### config.mk
export PLATFORM = sky130hd
export DESIGN_NAME = moi_reader
export DESIGN_NICKNAME = d
export VERILOG_FILES = /design/src/rtl/moi_reader.sv
export SDC_FILE = /design/constraint.sdc
export NUM_CORES = 1
export LEC_CHECK = 0
export CAP_MARGIN = 20
export CELL_PAD_IN_SITES_DETAIL_PLACEMENT = 1
export CELL_PAD_IN_SITES_GLOBAL_PLACEMENT = 1
export CORE_MARGIN = 2
export CORE_UTILIZATION = 43
export DETAILED_ROUTE_END_ITERATION = 16
export PLACE_DENSITY_LB_ADDON = 0.25
export RECOVER_POWER = 50
export SKIP_CTS_REPAIR_TIMING = 1
export SYNTH_ARGS = -nofsm -noshare
export SYNTH_HDL_FRONTEND = slang
export SYNTH_SLANG_ARGS = --single-unit
### constraint.sdc
create_clock -name clk -period 6.2 [get_ports clk]
set_clock_uncertainty 0.1 [all_clocks]
set_input_delay 0.93 -clock clk [delete_from_list [all_inputs] [get_ports clk]]
set_output_delay 0.93 -clock clk [all_outputs]
set_load 0.05 [all_outputs]
### src/rtl/moi_reader.sv
// moi_reader: reads the four action banks for one state and reduces them
// to the max Q, its action index, and the Q of a requested action.
module moi_reader #(
  parameter int RD_LAT = 1,
  parameter int DW     = 32,
  parameter int SW     = 12
) (
  input  logic          clk,
  input  logic          rst,
  input  logic          req_valid,
  output logic          req_ready,
  input  logic [SW-1:0] S,
  input  logic [1:0]    A_sel,
  output logic [31:0]   RD_ADDR,
  output logic          en0,
  output logic          en1,
  output logic          en2,
  output logic          en3,
  input  logic [DW-1:0] dout0,
  input  logic [DW-1:0] dout1,
  input  logic [DW-1:0] dout2,
  input  logic [DW-1:0] dout3,
  output logic          out_valid,
  output logic [DW-1:0] Q_max,
  output logic [1:0]    A_max,
  output logic [DW-1:0] Q_sel
);

  typedef enum logic [2:0] {
    IDLE,
    RD,
    WAIT,
    CMP,
    FIN
  } state_t;

  localparam logic [1:0] CNT_INIT = 2'(RD_LAT - 1);

  state_t state;
  state_t state_nx;

  logic       rd_en;
  logic       accept;
  logic       last_wait;
  logic [1:0] cnt;
  logic [1:0] a_sel_q;

  logic signed [DW-1:0] w0;
  logic signed [DW-1:0] w1;
  logic signed [DW-1:0] w2;
  logic signed [DW-1:0] w3;

  logic signed [DW-1:0] p0_q;
  logic signed [DW-1:0] p1_q;
  logic                 p0_i;
  logic                 p1_i;

  logic signed [DW-1:0] fin_q;
  logic [1:0]           fin_i;
  logic [DW-1:0]        sel_q;

  always_ff @(posedge clk or negedge rst) begin
    if (!rst) begin
      state <= IDLE;
    end else begin
      state <= state_nx;
    end
  end

  always_comb begin
    state_nx  = state;
    req_ready = 1'b0;
    rd_en     = 1'b0;
    unique case (state)
      IDLE: begin
        req_ready = 1'b1;
        if (req_valid) state_nx = RD;
      end
      RD: begin
        rd_en    = 1'b1;
        state_nx = WAIT;
      end
      WAIT: begin
        if (cnt == 2'd0) state_nx = CMP;
      end
      CMP: state_nx = FIN;
      FIN: state_nx = IDLE;
      default: state_nx = IDLE;
    endcase
  end

  assign accept    = req_valid & req_ready;
  assign last_wait = (state == WAIT) && (cnt == 2'd0);

  assign en0 = rd_en;
  assign en1 = rd_en;
  assign en2 = rd_en;
  assign en3 = rd_en;

  // Second tree level; strict greater-than keeps the lower index on ties.
  always_comb begin
    if (p1_q > p0_q) begin
      fin_q = p1_q;
      fin_i = {1'b1, p1_i};
    end else begin
      fin_q = p0_q;
      fin_i = {1'b0, p0_i};
    end
  end

  always_comb begin
    case (a_sel_q)
      2'd0:    sel_q = w0;
      2'd1:    sel_q = w1;
      2'd2:    sel_q = w2;
      default: sel_q = w3;
    endcase
  end

  always_ff @(posedge clk or negedge rst) begin
    if (!rst) begin
      RD_ADDR   <= '0;
      a_sel_q   <= '0;
      cnt       <= '0;
      w0        <= '0;
      w1        <= '0;
      w2        <= '0;
      w3        <= '0;
      p0_q      <= '0;
      p0_i      <= 1'b0;
      p1_q      <= '0;
      p1_i      <= 1'b0;
      out_valid <= 1'b0;
      Q_max     <= '0;
      A_max     <= '0;
      Q_sel     <= '0;
    end else begin
      out_valid <= 1'b0;
      if (accept) begin
        RD_ADDR <= 32'({S, 2'b00});
        a_sel_q <= A_sel;
      end
      if (state == RD) begin
        cnt <= CNT_INIT;
      end else if (state == WAIT && cnt != 2'd0) begin
        cnt <= cnt - 2'd1;
      end
      if (last_wait) begin
        w0 <= dout0;
        w1 <= dout1;
        w2 <= dout2;
        w3 <= dout3;
      end
      if (state == CMP) begin
        if (w1 > w0) begin
          p0_q <= w1;
          p0_i <= 1'b1;
        end else begin
          p0_q <= w0;
          p0_i <= 1'b0;
        end
        if (w3 > w2) begin
          p1_q <= w3;
          p1_i <= 1'b1;
        end else begin
          p1_q <= w2;
          p1_i <= 1'b0;
        end
      end
      if (state == FIN) begin
        Q_max     <= fin_q;
        A_max     <= fin_i;
        Q_sel     <= sel_q;
        out_valid <= 1'b1;
      end
    end
  end

endmodule

==> impl_metrics.json, run 1 <==
{
  "crit_path_max_fanout": 65,
  "num-nets-final": 1882,
  "r2r_start": "cnt[0]",
  "first_pass_grt_wire_length_um": 74800,
  "grt_setup_unrepaired": "no",
  "drtAntennaViolNets": 0,
  "worst-setup-path-type": "primary input to asynchronous set/reset pin",
  "cp_num_cells": 1,
  "yosys.cell_types.count": 46,
  "cts-htree-levels": 2,
  "critPathArrivalTime_ps": 3570,
  "yosys_most_used_dff": "dfrtp_1",
  "share_of_layout_cells_above_drive_strength_1_pct": 8.95,
  "antenna_found_initial": 0,
  "slew_violations": 152,
  "via_per_inst": 5.66,
  "drt_wl_total_um": 47900,
  "synth.yosys.seq_area_share_pct": 47.9,
  "violations": "max-capacitance violations, max-slew violations",
  "worst_setup_path_start_kind": "primary input",
  "die-area_um2": 35500,
  "critPathCapture": "a_sel_q[0]",
  "worst_setup_end_kind": "asynchronous set/reset pin",
  "area_of_the_core_um2": 33500,
  "final.min_clock_period_ps": 4200,
  "detail_route.iter0.violations": 949,
  "setup_viol": 0,
  "place.detailed.hpwl_um": 35100,
  "initial_utilization_pct": 43.6,
  "crit_slowest_cell": "clkbuf_1",
  "timing.final.crit_share_pct": 67.8,
  "reg2reg_to": "w1[4]",
  "worstMarginPinSlew_ps": 3750,
  "setup.worst_path.start": "rst",
  "clk-insertion-delay-late_ps": 510,
  "dieHeight_um": 188,
  "cts-buffers-inserted": 34,
  "yosysWarnings": 0,
  "status": "finished with violations",
  "critical_path_buffers_and_inverters": 1,
  "worst_setup_hold_path_clk_slew_ps": 60,
  "worst_slew_margin_relative_to_its_limit_pct": -150,
  "numPortBuffers": 228,
  "numClockSinks": 280,
  "detailedRoute.firstPassIterationCount": 5,
  "tns_ps": 0,
  "timing.hold.worst_path_depth": 2,
  "post_synthesis_instance_total": 1447,
  "drc_errors": 0,
  "synth_edf_count": 0,
  "hold_viol": 0,
  "maxClockFrequency_mhz": 238,
  "row_count": 67,
  "max_stage_delay_ps": 2590,
  "dpl-instance-area_um2": 17200,
  "max_cap_violations": 3,
  "final.setup.worst_slack_ps": 2000,
  "synth.cell_area_um2": 14600,
  "gpl.final_weighted_congestion": 0.869,
  "vias": 11962,
  "area_growth_syn_to_layout_pct": 24.9,
  "tritoncts": "done",
  "cp.required_ps": 5570,
  "routedWlPerCell_um": 22.6,
  "postSynthRegisterBits": 280,
  "max-clock-path-buffers": 3,
  "synthArstFlopShare_pct": 100,
  "grt_overflow_total": 0,
  "reg2reg_setup_slack_ps": 2050,
  "hold_class": "flop to flop",
  "cp_top_family": "buffers and inverters",
  "final_cell_area_um2": 18300,
  "grt_max_degree": 162,
  "overall_routing_resource_usage_pct": 27.3,
  "crit_path_cell_trace": "clkbuf_1",
  "dieWidth_um": 188,
  "reg2reg_depth": 6,
  "grt_pass1_vias": 12611,
  "clock_root_buffer_master": "clkbuf_16",
  "io_pins": 249,
  "dp_worst_setup_slack_ps": 3060,
  "syn_area_per_cell_um2": 10.1
}
## worst min-delay path: stages (launching register included)
cell and delay (ps):
dfrtp_1 340, nand2_1 50, nand2_1 50
## area by class of cell
| cell class | count | area, um^2 |
|---|---|---|
| inverter | 106 | 398 |
| sequential | 280 | 7010 |
| tap | 448 | 561 |
| clock buffer | 52 | 1010 |
| multi-input combinational | 970 | 6790 |
| fill | 3677 | 15300 |
| timing repair buffer | 248 | 2450 |
| antenna | 1 | 2.50 |
| clock inverter | 9 | 53.8 |
## flip-flops by register name (all words and copies together), names as in the netlist
name / count
A_max: 2
Q_max: 32
Q_sel: 32
RD_ADDR: 12
a_sel_q: 2
cnt: 2
out_valid: 1
p0_i: 1
p0_q: 32
p1_i: 1
p1_q: 32
state: 3
w0: 32
w1: 32
w2: 32
w3: 32
## cell usage in the layout (no fill, tap or decap), types with 34 or more instances in the layout
| cell type | synthesis | final |
|---|---|---|
| a21oi_1 | 110 | 110 |
| a31oi_1 | 65 | 65 |
| clkbuf_16 | 0 | 37 |
| clkdlybuf4s50_1 | 0 | 227 |
| dfrtp_1 | 280 | 279 |
| ha_1 | 97 | 97 |
| inv_1 | 102 | 102 |
| mux2_1 | 44 | 44 |
| mux2_2 | 34 | 34 |
| nand2_1 | 198 | 196 |
| nor2_1 | 78 | 78 |
| o21ai_0 | 114 | 114 |
| o21ai_1 | 34 | 34 |
## layer usage
layer / vias up / GRT usage [%] / routed length [um]
met1: 6045 / 39.6 / 22200
met2: 414 / 41.6 / 21200
li1: 5459 / - / -
met4: 0 / 5.89 / 705
met3: 44 / 6.95 / 3820
met5: - / 0 / 0
## cells in the mapped netlist, types with 34 or more instances
master,number,share of area [%]
mux2_2,34,2.6
clkbuf_1,70,1.8
nor2_1,78,2.0
a31oi_1,65,2.8
mux2_1,44,3.4
ha_1,97,8.3
inv_1,102,2.6
o21ai_0,114,3.9
dfrtp_1,280,48
a21oi_1,110,3.8
nand2_1,198,5.1
o21ai_1,34,1.2
## through the flow
stage               util, %  hold WS [ps]  instances
finish                 54.5           374       2114
floorplan                 -           345       1466
detailed placement     51.4           366       2052
global route           54.5           400       2113
CTS                    54.5           286       2113
global placement       51.3           362       2051
## how the worst min path moves through the flow
stage               slack [ps]      start           to
floorplan                  350       p0_i         p0_i
global placement           360  Q_sel[17]    Q_sel[17]
detailed placement         370   Q_sel[1]     Q_sel[1]
CTS                        290        rst  RD_ADDR[11]
global route               400  Q_sel[17]    Q_sel[17]
finish                     370   Q_sel[1]     Q_sel[1]
## logic make-up after synthesis
logic type               synth area share [%]
AO/OA/AOI/OAI                            14.9
AND/OR/NAND/NOR                          9.36
flip-flops                               47.9
buffers and inverters                    6.38
multiplexers                             13.1
adder cells (fa/ha/maj)                  8.30
other                                  0.0256
XOR/XNOR                               0.0599
Power of run 1 is not shown: default switching activity piles up to over one toggle a cycle in this logic, so the estimate is an artifact.
==> run 2: changes to the inputs <==
--- a/config.mk
+++ b/config.mk
@@ -9,7 +9,7 @@
 export CELL_PAD_IN_SITES_DETAIL_PLACEMENT = 1
 export CELL_PAD_IN_SITES_GLOBAL_PLACEMENT = 1
 export CORE_MARGIN = 2
-export CORE_UTILIZATION = 43
+export CORE_UTILIZATION = 38
 export DETAILED_ROUTE_END_ITERATION = 16
 export PLACE_DENSITY_LB_ADDON = 0.25
 export RECOVER_POWER = 50
==> constraint.sdc (replaced) <==
create_clock -name clk -period 3.52 [get_ports clk]
set_clock_uncertainty 0.1 [all_clocks]
set_input_delay 0.528 -clock clk [delete_from_list [all_inputs] [get_ports clk]]
set_output_delay 0.528 -clock clk [all_outputs]
set_load 0.05 [all_outputs]
==> impl_metrics.json, run 2 (same netlist as run 1, synthesis figures left out) <==
{
  "detailedRoute.firstPassIterationCount": 5,
  "status": "finished with violations",
  "cp_num_cells": 10,
  "numClockSinks": 280,
  "timing.final.crit_share_pct": 97.4,
  "worst-setup-path-type": "flop to flop",
  "setup_viol": 0,
  "area_of_the_core_um2": 37800,
  "slew_violations": 354,
  "layout.cells.most_common": "dfrtp_1",
  "stdcell_count": 2184,
  "max_stage_delay_ps": 540,
  "vias": 12046,
  "drc_errors": 0,
  "timing.hold.worst_path_depth": 2,
  "antenna_found_initial": 0,
  "final.min_clock_period_ps": 3430,
  "worstMarginPinSlew_ps": 2540,
  "share_of_layout_cells_above_drive_strength_1_pct": 9.62,
  "detail_route.iter0.violations": 891,
  "critPathArrivalTime_ps": 3780,
  "grt_pass1_vias": 12639,
  "cts-buffers-inserted": 31,
  "clk-insertion-delay-late_ps": 570,
  "worst_setup_end_kind": "flop",
  "reg2reg_depth": 10,
  "grt_overflow_total": 0,
  "tritoncts": "done",
  "tns_ps": 0,
  "initial_utilization_pct": 38.7,
  "drtAntennaViolNets": 0,
  "maxClockFrequency_mhz": 292,
  "io_pins": 249,
  "worst_slew_margin_relative_to_its_limit_pct": -69.0,
  "worst_setup_hold_path_clk_slew_ps": 60,
  "via_per_inst": 5.52,
  "place.detailed.hpwl_um": 36200,
  "cts-htree-levels": 1,
  "gpl.final_weighted_congestion": 0.874,
  "layout.cells.most_common_list": "279 x dfrtp_1, 227 x clkdlybuf4s50_1, 196 x nand2_1",
  "overall_routing_resource_usage_pct": 24.4,
  "drt_wl_total_um": 49300,
  "numPortBuffers": 228,
  "critical_path_buffers_and_inverters": 3,
  "worst_setup_path_start_kind": "flop",
  "path_common_cell": "buf_4",
  "crit_path_cell_trace": "inv_1, ha_1, nand4_1, nor4_1, a211oi_1, buf_4, o311ai_4, buf_4, a31oi_1, a22oi_1",
  "final_core_utilization_pct": 49.0,
  "insertedDiodeCount": 0,
  "grt_max_degree": 109,
  "violations": "max-capacitance violations, max-slew violations",
  "row_count": 71,
  "dieHeight_um": 200,
  "routedWlPerCell_um": 22.6,
  "crit_slowest_cell": "o311ai_4",
  "hold_viol": 0,
  "cp_top_family": "compound AO/OA/AOI/OAI gates",
  "hold_slack_ps": 380,
  "placedCellCount": 2126,
  "area_growth_syn_to_layout_pct": 26.3,
  "first_pass_grt_wire_length_um": 77200,
  "num-nets-final": 1891,
  "hold_class": "flop to flop",
  "cp.required_ps": 3870,
  "grt_setup_unrepaired": "no",
  "crit_path_max_fanout": 20,
  "dieWidth_um": 200,
  "max_cap_violations": 4,
  "max-clock-path-buffers": 3,
  "die-area_um2": 40100,
  "clock_root_buffer_master": "clkbuf_16"
}
## run 2: cell types whose count changed in the layout (fill, tap and decap cells not counted), moves of 2 or more
cell	delta
buf_12	+2
buf_4	+3
bufinv_16	+4
clkbuf_1	-5
clkbuf_16	-6
clkbuf_2	+4
clkbuf_8	+4
clkinv_2	-3
## run 2: through the flow
| stage | instance area (um^2) | setup WS, ps |
|---|---|---|
| 3_5_place_dp | 17500 | 169 |
| 3_3_place_gp | 17400 | 149 |
| 6_report | 18500 | 92.9 |
| 2_1_floorplan | 14700 | 519 |
| 5_1_grt | 18500 | 7.87 |
| 4_1_cts | 18500 | 143 |
## run 2: layer usage
| metal | global-route usage, % | up-vias | part of all wire [%] |
|---|---|---|---|
| li1 | - | 5476 | - |
| met1 | 36.5 | 6186 | 48 |
| met2 | 37.6 | 337 | 45 |
| met3 | 3.74 | 47 | 5.3 |
| met4 | 4.32 | 0 | 1.5 |
| met5 | 0 | - | 0 |
## run 2: tightest hold or removal path, cell delays in order, from the launching register on
cell and delay (ps):
dfrtp_1 340, nand2_1 50, nand2_1 60
## run 2: worst paths after layout
kind / startpoint / end / slack [ps]
setup / recovery: w0[14] / p0_q[9] / 90
hold / removal: Q_sel[26] / Q_sel[26] / 380
setup reg to reg: w0[14] / p0_q[9] / 90
hold reg to reg: Q_sel[26] / Q_sel[26] / 380
max in group asynchronous: rst / p1_q[7] / 460
min in group asynchronous: rst / w3[8] / 1190
## run 2: final cells by class
class / count / area (um^2)
timing repair buffer: 260 / 2580
multi-input combinational: 970 / 6790
clock buffer: 47 / 906
clock inverter: 10 / 156
sequential: 280 / 7010
fill: 4138 / 19300
tap: 511 / 639
inverter: 106 / 398
Power of run 2 is left out for the same reason.
==> run 3: changes to the inputs <==
--- a/config.mk
+++ b/config.mk
@@ -11,6 +11,8 @@
 export CORE_MARGIN = 2
 export CORE_UTILIZATION = 38
 export DETAILED_ROUTE_END_ITERATION = 16
+export GPL_ROUTABILITY_DRIVEN = 0
+export MAX_ROUTING_LAYER = met4
 export PLACE_DENSITY_LB_ADDON = 0.25
 export RECOVER_POWER = 50
 export SKIP_CTS_REPAIR_TIMING = 1
==> impl_metrics.json, run 3 (same netlist as run 1, synthesis figures left out) <==
{
  "routedWlPerCell_um": 22.4,
  "overall_routing_resource_usage_pct": 25.0,
  "grt_pass1_vias": 12751,
  "detail_route.iter0.violations": 672,
  "numClockSinks": 280,
  "setup_viol": 0,
  "grt_overflow_total": 0,
  "place.detailed.hpwl_um": 36700,
  "status": "finished with violations",
  "violations": "max-capacitance violations, max-slew violations",
  "worst_setup_path_start_kind": "flop",
  "critPathArrivalTime_ps": 3560,
  "io_pins": 249,
  "row_count": 71,
  "drc_errors": 0,
  "insertedDiodeCount": 0,
  "worst_slew_margin_relative_to_its_limit_pct": -29.0,
  "share_of_layout_cells_above_drive_strength_1_pct": 9.84,
  "worst_setup_end_kind": "flop",
  "area_of_the_core_um2": 37800,
  "numPortBuffers": 228,
  "drt_wl_total_um": 49100,
  "maxClockFrequency_mhz": 305,
  "final.min_clock_period_ps": 3280,
  "fillCellCount": 4166,
  "worst_setup_hold_path_clk_slew_ps": 60,
  "layout.cells.most_common": "dfrtp_1",
  "hold_viol": 0,
  "die-area_um2": 40100,
  "first_pass_grt_wire_length_um": 76200,
  "dieWidth_um": 200,
  "cts-buffers-inserted": 34,
  "area_growth_syn_to_layout_pct": 26.7,
  "detailedRoute.firstPassIterationCount": 5,
  "vias": 12001,
  "tritoncts": "done",
  "initial_utilization_pct": 38.7,
  "drtAntennaViolNets": 0,
  "crit_path_max_fanout": 99,
  "dieHeight_um": 200,
  "cts-htree-levels": 2,
  "worst-setup-path-type": "flop to flop",
  "clk-insertion-delay-late_ps": 520,
  "tns_ps": 0,
  "hold_class": "flop to flop",
  "max_cap_violations": 4,
  "max-clock-path-buffers": 3,
  "cp.required_ps": 3810,
  "num-nets-final": 1894,
  "reg2reg_setup_slack_ps": 240,
  "antenna_found_initial": 0,
  "slew_violations": 274,
  "clock_root_buffer_master": "clkbuf_16",
  "grt_setup_unrepaired": "no",
  "timing.final.crit_share_pct": 93.1,
  "via_per_inst": 5.49,
  "grt_max_degree": 100,
  "worstMarginPinSlew_ps": 1940,
  "layout.cells.most_common_list": "279 x dfrtp_1, 227 x clkdlybuf4s50_1, 196 x nand2_1"
}
[run 3: cell types whose count changed in the layout (fill, tap and decap cells not counted), moves of 2 or more]
cell | before | now
clkinv_2 | 4 | 6
bufinv_16 | 4 | 1
clkbuf_8 | 7 | 9
clkbuf_16 | 31 | 37
[run 3: final cells by class]
cell class                 count  area, um^2  area share, %
tap                          511         639           3.45
multi-input combinational    970        6790           36.6
inverter                     106         398           2.15
sequential                   280        7010           37.8
timing repair buffer         260        2560           13.8
clock buffer                  53        1080           5.81
clock inverter                 7        60.1          0.324
[run 3: worst max-delay path, cell delays in order (launching register included)]
cell and delay [ps]:
dfrtp_1 480, nand2b_1 230, nor3b_1 320, buf_2 1390
nand2_1 350, o21ai_0 210
[run 3: worst paths after layout]
check / from / endpoint / depth (start not counted)
max: state[2] / w0[14] / 5
min: Q_sel[26] / Q_sel[26] / 2
max reg2reg: state[2] / w0[14] / 5
min reg2reg: Q_sel[26] / Q_sel[26] / 2
max in group asynchronous: rst / w1[26] / 3
min in group asynchronous: rst / w3[9] / 2
[run 3: through the flow]
step	worst slack [ps]	instances	hold WS, ps	util, %	area [um^2]
finish	242	2187	374	49.1	18500
global placement	196	2125	359	46.1	17400
floorplan	519	1466	132	-	14700
detailed placement	159	2126	364	46.2	17400
global route	54.0	2187	400	49.1	18500
CTS	148	2186	-95.5	49.2	18600
[run 3: layer usage]
layer  GRT usage [%]  wire length (um)  up-vias
met5               -                 0        -
met4            7.20              1280        0
met3            3.64              2770       62
met2            36.5             21400      386
met1            36.0             23600     6080
li1                -                 -     5473
Power of run 3 is left out for the same reason.
